## config.mk

```make
export PLATFORM = sky130hd
export DESIGN_NAME = fp_wb_arbiter_flat
export DESIGN_NICKNAME = d
export VERILOG_FILES = /design/src/rtl/fp_wb_arbiter_if.sv /design/src/rtl/fp_wb_arbiter.sv /design/src/flat_wrapper.sv
export SDC_FILE = /design/constraint.sdc
export NUM_CORES = 1
export LEC_CHECK = 0
export BUFFER_PORTS_ARGS = -buffer_cell sky130_fd_sc_hd__buf_4
export CAP_MARGIN = 20
export CORE_MARGIN = 2
export CORE_UTILIZATION = 25
export DETAILED_ROUTE_END_ITERATION = 12
export PLACE_DENSITY_LB_ADDON = 0.15
export SYNTH_ARGS = -nofsm -noshare
export SYNTH_HDL_FRONTEND = slang
export SYNTH_SLANG_ARGS = --single-unit
export TNS_END_PERCENT = 1
```

## constraint.sdc

```tcl
create_clock -name clk_i -period 4.3 [get_ports clk_i]
set_input_delay 1.075 -clock clk_i [delete_from_list [all_inputs] [get_ports clk_i]]
set_output_delay 1.075 -clock clk_i [all_outputs]
set_load 0.01 [all_outputs]
```

## src/rtl/fp_wb_arbiter_if.sv

```systemverilog
// FP writeback arbiter bus: three result sources (alu, div, ld), the issue
// port for busy tracking, the register file write port and accrued flags.
// The slave modport is the arbiter; the master modport is whoever drives
// the sources and consumes the write port.
interface fp_wb_arbiter_if;
    logic        alu_valid_i, alu_ready_o;
    logic [4:0]  alu_rd_i, alu_flags_i;
    logic [31:0] alu_data_i;
    logic        div_valid_i, div_ready_o;
    logic [4:0]  div_rd_i, div_flags_i;
    logic [31:0] div_data_i;
    logic        ld_valid_i, ld_ready_o;
    logic [4:0]  ld_rd_i, ld_flags_i;
    logic [31:0] ld_data_i;
    logic        issue_valid_i;
    logic [4:0]  issue_rd_i;
    logic        fregwrite_o;
    logic [4:0]  frd_o;
    logic [31:0] writeback_data_o;
    logic [31:0] busy_o;
    logic        fflags_clr_i;
    logic [4:0]  fflags_o;

    modport slave (
        input  alu_valid_i, alu_rd_i, alu_data_i, alu_flags_i,
        input  div_valid_i, div_rd_i, div_data_i, div_flags_i,
        input  ld_valid_i, ld_rd_i, ld_data_i, ld_flags_i,
        input  issue_valid_i, issue_rd_i, fflags_clr_i,
        output alu_ready_o, div_ready_o, ld_ready_o,
        output fregwrite_o, frd_o, writeback_data_o, busy_o, fflags_o
    );

    modport master (
        output alu_valid_i, alu_rd_i, alu_data_i, alu_flags_i,
        output div_valid_i, div_rd_i, div_data_i, div_flags_i,
        output ld_valid_i, ld_rd_i, ld_data_i, ld_flags_i,
        output issue_valid_i, issue_rd_i, fflags_clr_i,
        input  alu_ready_o, div_ready_o, ld_ready_o,
        input  fregwrite_o, frd_o, writeback_data_o, busy_o, fflags_o
    );
endinterface

```

## src/rtl/fp_wb_arbiter.sv

```systemverilog
// FP register file writeback arbiter. Round-robin grant among alu(0),
// div(1), ld(2); one write per cycle, one cycle of latency. Tracks a
// per-register pending-write bitmap for issue stalls.
// Optional accrued exception flags register: define FP_WB_FFLAGS_EN.
module fp_wb_arbiter (
    input  logic clk_i,
    input  logic rst_i,
    fp_wb_arbiter_if.slave bus
);
    logic [2:0]  vld;
    logic [2:0]  gnt;
    logic        xfer;
    logic [1:0]  ptr_q, ptr_d;
    logic [4:0]  sel_rd, sel_flags;
    logic [31:0] sel_data;
    logic        fregwrite_q;
    logic [4:0]  frd_q;
    logic [31:0] data_q;
    logic [31:0] busy_q, busy_d;

    assign vld  = {bus.ld_valid_i, bus.div_valid_i, bus.alu_valid_i};
    assign xfer = |gnt;

    // Round-robin pick starting at ptr_q; nothing is granted during reset.
    always_comb begin
        gnt = 3'b000;
        if (!rst_i) begin
            case (ptr_q)
                2'd0: begin
                    if      (vld[0]) gnt = 3'b001;
                    else if (vld[1]) gnt = 3'b010;
                    else if (vld[2]) gnt = 3'b100;
                end
                2'd1: begin
                    if      (vld[1]) gnt = 3'b010;
                    else if (vld[2]) gnt = 3'b100;
                    else if (vld[0]) gnt = 3'b001;
                end
                default: begin
                    if      (vld[2]) gnt = 3'b100;
                    else if (vld[0]) gnt = 3'b001;
                    else if (vld[1]) gnt = 3'b010;
                end
            endcase
        end
    end

    assign bus.alu_ready_o = gnt[0];
    assign bus.div_ready_o = gnt[1];
    assign bus.ld_ready_o  = gnt[2];

    // Winner's payload and the pointer position just past the winner.
    always_comb begin
        sel_rd    = bus.alu_rd_i;
        sel_data  = bus.alu_data_i;
        sel_flags = bus.alu_flags_i;
        ptr_d     = 2'd1;
        if (gnt[1]) begin
            sel_rd    = bus.div_rd_i;
            sel_data  = bus.div_data_i;
            sel_flags = bus.div_flags_i;
            ptr_d     = 2'd2;
        end else if (gnt[2]) begin
            sel_rd    = bus.ld_rd_i;
            sel_data  = bus.ld_data_i;
            sel_flags = bus.ld_flags_i;
            ptr_d     = 2'd0;
        end
    end

    // Pending-write bitmap: clear on writeback, then set on issue so a
    // same-register collision leaves the bit set.
    always_comb begin
        busy_d = busy_q;
        if (xfer)
            busy_d[sel_rd] = 1'b0;
        if (bus.issue_valid_i)
            busy_d[bus.issue_rd_i] = 1'b1;
    end

    // Write port, pointer and busy state.
    always_ff @(posedge clk_i) begin
        if (rst_i) begin
            fregwrite_q <= 1'b0;
            frd_q       <= 5'd0;
            data_q      <= 32'd0;
            ptr_q       <= 2'd0;
            busy_q      <= 32'd0;
        end else begin
            fregwrite_q <= xfer;
            busy_q      <= busy_d;
            if (xfer) begin
                frd_q  <= sel_rd;
                data_q <= sel_data;
                ptr_q  <= ptr_d;
            end
        end
    end

    assign bus.fregwrite_o      = fregwrite_q;
    assign bus.frd_o            = frd_q;
    assign bus.writeback_data_o = data_q;
    assign bus.busy_o           = busy_q;

`ifdef FP_WB_FFLAGS_EN
    logic [4:0] fflags_q;

    // Sticky flags: a clear drops old history but keeps this edge's flags.
    always_ff @(posedge clk_i) begin
        if (rst_i)
            fflags_q <= 5'd0;
        else
            fflags_q <= (bus.fflags_clr_i ? 5'd0 : fflags_q) |
                        (xfer ? sel_flags : 5'd0);
    end

    assign bus.fflags_o = fflags_q;
`else
    logic unused_flags;

    assign bus.fflags_o = 5'd0;
    assign unused_flags = ^{sel_flags, bus.fflags_clr_i};
`endif
endmodule

```

## src/flat_wrapper.sv

```systemverilog
// flat-port wrapper written by rule: the top's interface ports become plain ports
module fp_wb_arbiter_flat 
  (clk_i, rst_i, bus_alu_valid_i, bus_alu_rd_i, bus_alu_data_i, bus_alu_flags_i, bus_div_valid_i, bus_div_rd_i, bus_div_data_i, bus_div_flags_i, bus_ld_valid_i, bus_ld_rd_i, bus_ld_data_i, bus_ld_flags_i, bus_issue_valid_i, bus_issue_rd_i, bus_fflags_clr_i, bus_alu_ready_o, bus_div_ready_o, bus_ld_ready_o, bus_fregwrite_o, bus_frd_o, bus_writeback_data_o, bus_busy_o, bus_fflags_o);
  fp_wb_arbiter_if bus_i ();
  input  logic clk_i;
  input  logic rst_i;
  input wire logic [$bits(bus_i.alu_valid_i)-1:0] bus_alu_valid_i;
  input wire logic [$bits(bus_i.alu_rd_i)-1:0] bus_alu_rd_i;
  input wire logic [$bits(bus_i.alu_data_i)-1:0] bus_alu_data_i;
  input wire logic [$bits(bus_i.alu_flags_i)-1:0] bus_alu_flags_i;
  input wire logic [$bits(bus_i.div_valid_i)-1:0] bus_div_valid_i;
  input wire logic [$bits(bus_i.div_rd_i)-1:0] bus_div_rd_i;
  input wire logic [$bits(bus_i.div_data_i)-1:0] bus_div_data_i;
  input wire logic [$bits(bus_i.div_flags_i)-1:0] bus_div_flags_i;
  input wire logic [$bits(bus_i.ld_valid_i)-1:0] bus_ld_valid_i;
  input wire logic [$bits(bus_i.ld_rd_i)-1:0] bus_ld_rd_i;
  input wire logic [$bits(bus_i.ld_data_i)-1:0] bus_ld_data_i;
  input wire logic [$bits(bus_i.ld_flags_i)-1:0] bus_ld_flags_i;
  input wire logic [$bits(bus_i.issue_valid_i)-1:0] bus_issue_valid_i;
  input wire logic [$bits(bus_i.issue_rd_i)-1:0] bus_issue_rd_i;
  input wire logic [$bits(bus_i.fflags_clr_i)-1:0] bus_fflags_clr_i;
  output wire logic [$bits(bus_i.alu_ready_o)-1:0] bus_alu_ready_o;
  output wire logic [$bits(bus_i.div_ready_o)-1:0] bus_div_ready_o;
  output wire logic [$bits(bus_i.ld_ready_o)-1:0] bus_ld_ready_o;
  output wire logic [$bits(bus_i.fregwrite_o)-1:0] bus_fregwrite_o;
  output wire logic [$bits(bus_i.frd_o)-1:0] bus_frd_o;
  output wire logic [$bits(bus_i.writeback_data_o)-1:0] bus_writeback_data_o;
  output wire logic [$bits(bus_i.busy_o)-1:0] bus_busy_o;
  output wire logic [$bits(bus_i.fflags_o)-1:0] bus_fflags_o;
  assign bus_i.alu_valid_i = bus_alu_valid_i;
  assign bus_i.alu_rd_i = bus_alu_rd_i;
  assign bus_i.alu_data_i = bus_alu_data_i;
  assign bus_i.alu_flags_i = bus_alu_flags_i;
  assign bus_i.div_valid_i = bus_div_valid_i;
  assign bus_i.div_rd_i = bus_div_rd_i;
  assign bus_i.div_data_i = bus_div_data_i;
  assign bus_i.div_flags_i = bus_div_flags_i;
  assign bus_i.ld_valid_i = bus_ld_valid_i;
  assign bus_i.ld_rd_i = bus_ld_rd_i;
  assign bus_i.ld_data_i = bus_ld_data_i;
  assign bus_i.ld_flags_i = bus_ld_flags_i;
  assign bus_i.issue_valid_i = bus_issue_valid_i;
  assign bus_i.issue_rd_i = bus_issue_rd_i;
  assign bus_i.fflags_clr_i = bus_fflags_clr_i;
  assign bus_alu_ready_o = bus_i.alu_ready_o;
  assign bus_div_ready_o = bus_i.div_ready_o;
  assign bus_ld_ready_o = bus_i.ld_ready_o;
  assign bus_fregwrite_o = bus_i.fregwrite_o;
  assign bus_frd_o = bus_i.frd_o;
  assign bus_writeback_data_o = bus_i.writeback_data_o;
  assign bus_busy_o = bus_i.busy_o;
  assign bus_fflags_o = bus_i.fflags_o;
  fp_wb_arbiter u_core (.clk_i(clk_i), .rst_i(rst_i), .bus(bus_i));
endmodule
```

==> summary.md <==
| Metric | Value |
|---|---|
| Post-Syn Area | `0.00395 mm^2` |
| Mean Syn Cell Area | `8.31 um^2` |
| Fillers | `1600` |
| Global-route usage over all layers | `16.4%` |
| Sequential share of the synthesized area | `36.5%` |
| Final setup fails | `0` |
| Synth async-reset ratio | `0%` |
| Ant diodes | `0` |
| Row count | `45` |
| Register clock-pin slew on the reported worst setup and hold paths | `60 ps` |
| Fmax achieved | `293 MHz` |
| Initial antenna violation count | `0` |
| Crit-path most repeated cell | `buf_4` |
| Top delay family on crit path | `buffers and inverters` |
| Final Max Tran Viols | `0` |
| Vias in the first global route | `3982` |
| Drt wl/cell | `16.3 um` |
| CP max stage delay | `490 ps` |
| Via density | `4.75` |
| CP bufs+invs | `3` |
| Outcome | `finished clean` |
| CTS tree | `built` |
| PnR Total Power | `0.00188 W` |
| Overflow after GRT | `0` |
| DRT iter0 DRCs | `195` |
| Clock Sinks | `72` |
| Synth Register Bits | `72` |
| Clock Skew | `6.22 ps` |
| PortBufs | `194` |
| Syn-to-layout area delta | `47.9%` |
| Mapped Cells | `475` |
| Die width | `130 um` |
| First-pass DRT Iterations | `4` |
| ANT nets after route | `0` |
| RSZ-0062 raised after global routing | `false` |
| Largest net degree at the start of global routing | `53` |
| Hpwl dp | `10100 um` |
| Critical path launch point type | `primary input` |
| Postcts setup bufs | `0` |
| # hold bufs at CTS | `0` |
| CP Max Fanout | `39` |
| Starting Density | `25.8%` |
| Die height | `130 um` |
| Final setup TNS | `0 ps` |
| WL final | `14200 um` |
| Fraction of layout cells with a size suffix above 1 | `38.9%` |
| Peak VDD IR | `0.000161 V` |
| Fin. Hold Viols | `0` |
| Total core area | `0.0153 mm^2` |
| Post-synth EDFFs | `0` |
| Ports | `216` |
| CTS Root Buffer Type | `clkbuf_16` |
| Critical path class | `primary input to output port` |
| Yosys cell types | `40` |
| Clk buf depth | `2` |
| H-tree lvl count | `3` |
| CP arrival | `2340 ps` |
| DR DRC count | `0` |
| Crit-path slowest cell | `buf_4` |
| HP Class | `flip-flop to flip-flop` |
| Full die area | `0.0168 mm^2` |
| Least-Margin Pin Slew | `638 ps` |
| Synth Flop Type | `dfxtp_1` |
| Rel. slew slack | `56.5%` |
| Leakage power | `2.38 nW` |
| Nets | `789` |
| Setup crit end kind | `output port` |
| Ys Warns | `0` |
| Power Dens Cells | `322 mW/mm^2` |
| First-pass GRT wire length | `21400 um` |
| Post_cts resized | `0` |
| Gpl congestion | `0.788` |
| Fin crit share | `79.4%` |
| TritonCTS buffer count | `9` |
| DR vias | `4113` |
| Clk_lat worst skew | `340 ps` |
| Final worst path period need | `3420 ps` |
| Worst path required time | `3220 ps` |
| CP Cell Sequence | `buf_4, buf_4, and3b_1, buf_4` |
| Max cap viols | `0` |
[stage by stage]
step | hold WS (ps) | utilization [%] | worst slack [ps] | instances | area, um^2
CTS | 456 | 38.1 | 858 | 866 | 5840
global placement | 444 | 36.1 | 804 | 850 | 5520
global route | 466 | 38.1 | 799 | 866 | 5840
detailed placement | 447 | 36.3 | 719 | 851 | 5550
floorplan | 481 | - | 974 | 479 | 3960
finish | 454 | 38.1 | 884 | 866 | 5840
[cell families after synthesis]
| group | count (synthesis) | share of synthesized area [%] |
|---|---|---|
| compound gates | 106 | 18.4 |
| buf+inv | 42 | 5.58 |
| flops | 72 | 36.5 |
| mux | 46 | 13.7 |
| other cells | 1 | 0.0950 |
| simple gates | 208 | 25.7 |
[worst reg2reg max path, delay by kind of cell, from the launching register on]
family / cells / cell delay (ps)
AOI/OAI and AO/OA: 1 / 290
muxes: 2 / 850
buffers and inverters: 1 / 300
and+or+nand+nor: 3 / 690
DFF: 1 / 440
[cell type report]
type / count / area (um^2) / share of cell area [%]
timing repair buffer: 201 / 1530 / 26.2
sequential: 72 / 1440 / 24.7
multi-input combinational: 365 / 2310 / 39.6
clock buffer: 11 / 243 / 4.16
clock inverter: 4 / 45.0 / 0.771
inverter: 2 / 7.51 / 0.129
tap: 211 / 264 / 4.52
[cells in the final DEF (no fill, tap or decap), types with 5 or more instances in the layout]
cell type  count
dfxtp_1       72
a21oi_1       37
clkbuf_16      9
o211ai_1      32
nand3b_1       6
a211oi_1      28
nor3_2        14
nand2_1       75
buf_4        200
mux2_4         6
nor4_1        14
nor2_1        74
conb_1         5
nor3_1        10
mux2i_1       32
[Yosys cell counts, types with 2 or more instances]
cell	instances	area share, %
nor3_2	14	3.5
dfxtp_1	72	37
nor2_1	74	7.0
o22ai_1	2	0.32
nand2_1	75	7.1
mux2i_4	3	1.7
nor4_1	14	2.2
mux2_2	3	0.86
inv_1	2	0.19
nand3_1	2	0.25
buf_2	11	1.4
buf_4	7	1.3
a311oi_1	3	0.67
mux2i_2	2	0.70
mux2i_1	32	8.1
o211ai_1	32	6.1
nand3b_1	6	1.1
a21oi_1	37	4.7
buf_1	2	0.19
nor3_1	10	1.3
a211oi_1	28	5.3
or3b_2	3	0.67
mux2_4	6	2.3
clkbuf_1	17	1.6
buf_6	3	0.86
[state kept, by name, summed over array words and instances (netlist names)]
register                     flops
u_core.bus.frd_o                 5
u_core.ptr_q                     2
u_core.bus.writeback_data_o     32
u_core.bus.busy_o               32
u_core.bus.fregwrite_o           1
[path summary, 6_finish.rpt]
check,slack (ps),cells past startpoint,endpoint,start
min,450,2,u_core.bus.frd_o[4]$_SDFFE_PP0N_,u_core.bus.frd_o[4]$_SDFFE_PP0N_
min reg2reg,450,2,u_core.bus.frd_o[4]$_SDFFE_PP0N_,u_core.bus.frd_o[4]$_SDFFE_PP0N_
max reg2reg,1640,7,u_core.bus.busy_o[31]$_SDFF_PP0_,u_core.ptr_q[1]$_SDFFE_PP0N_
max,880,4,bus_alu_ready_o,rst_i
[metal layers]
| layer | global-route usage [%] | part of all wire (%) |
|---|---|---|
| met5 | 0 | 0 |
| met4 | 5.19 | 1.3 |
| met1 | 20.8 | 44 |
| met2 | 27.1 | 46 |
| met3 | 4.38 | 8.9 |
[power by group]
part           internal, W  switching (W)  total (W)
registers         0.000699      0.0000175   0.000716
logic             0.000198       0.000213   0.000411
clock network     0.000459       0.000293   0.000752
No activity file was read; power rests on OpenSTA's default activity.
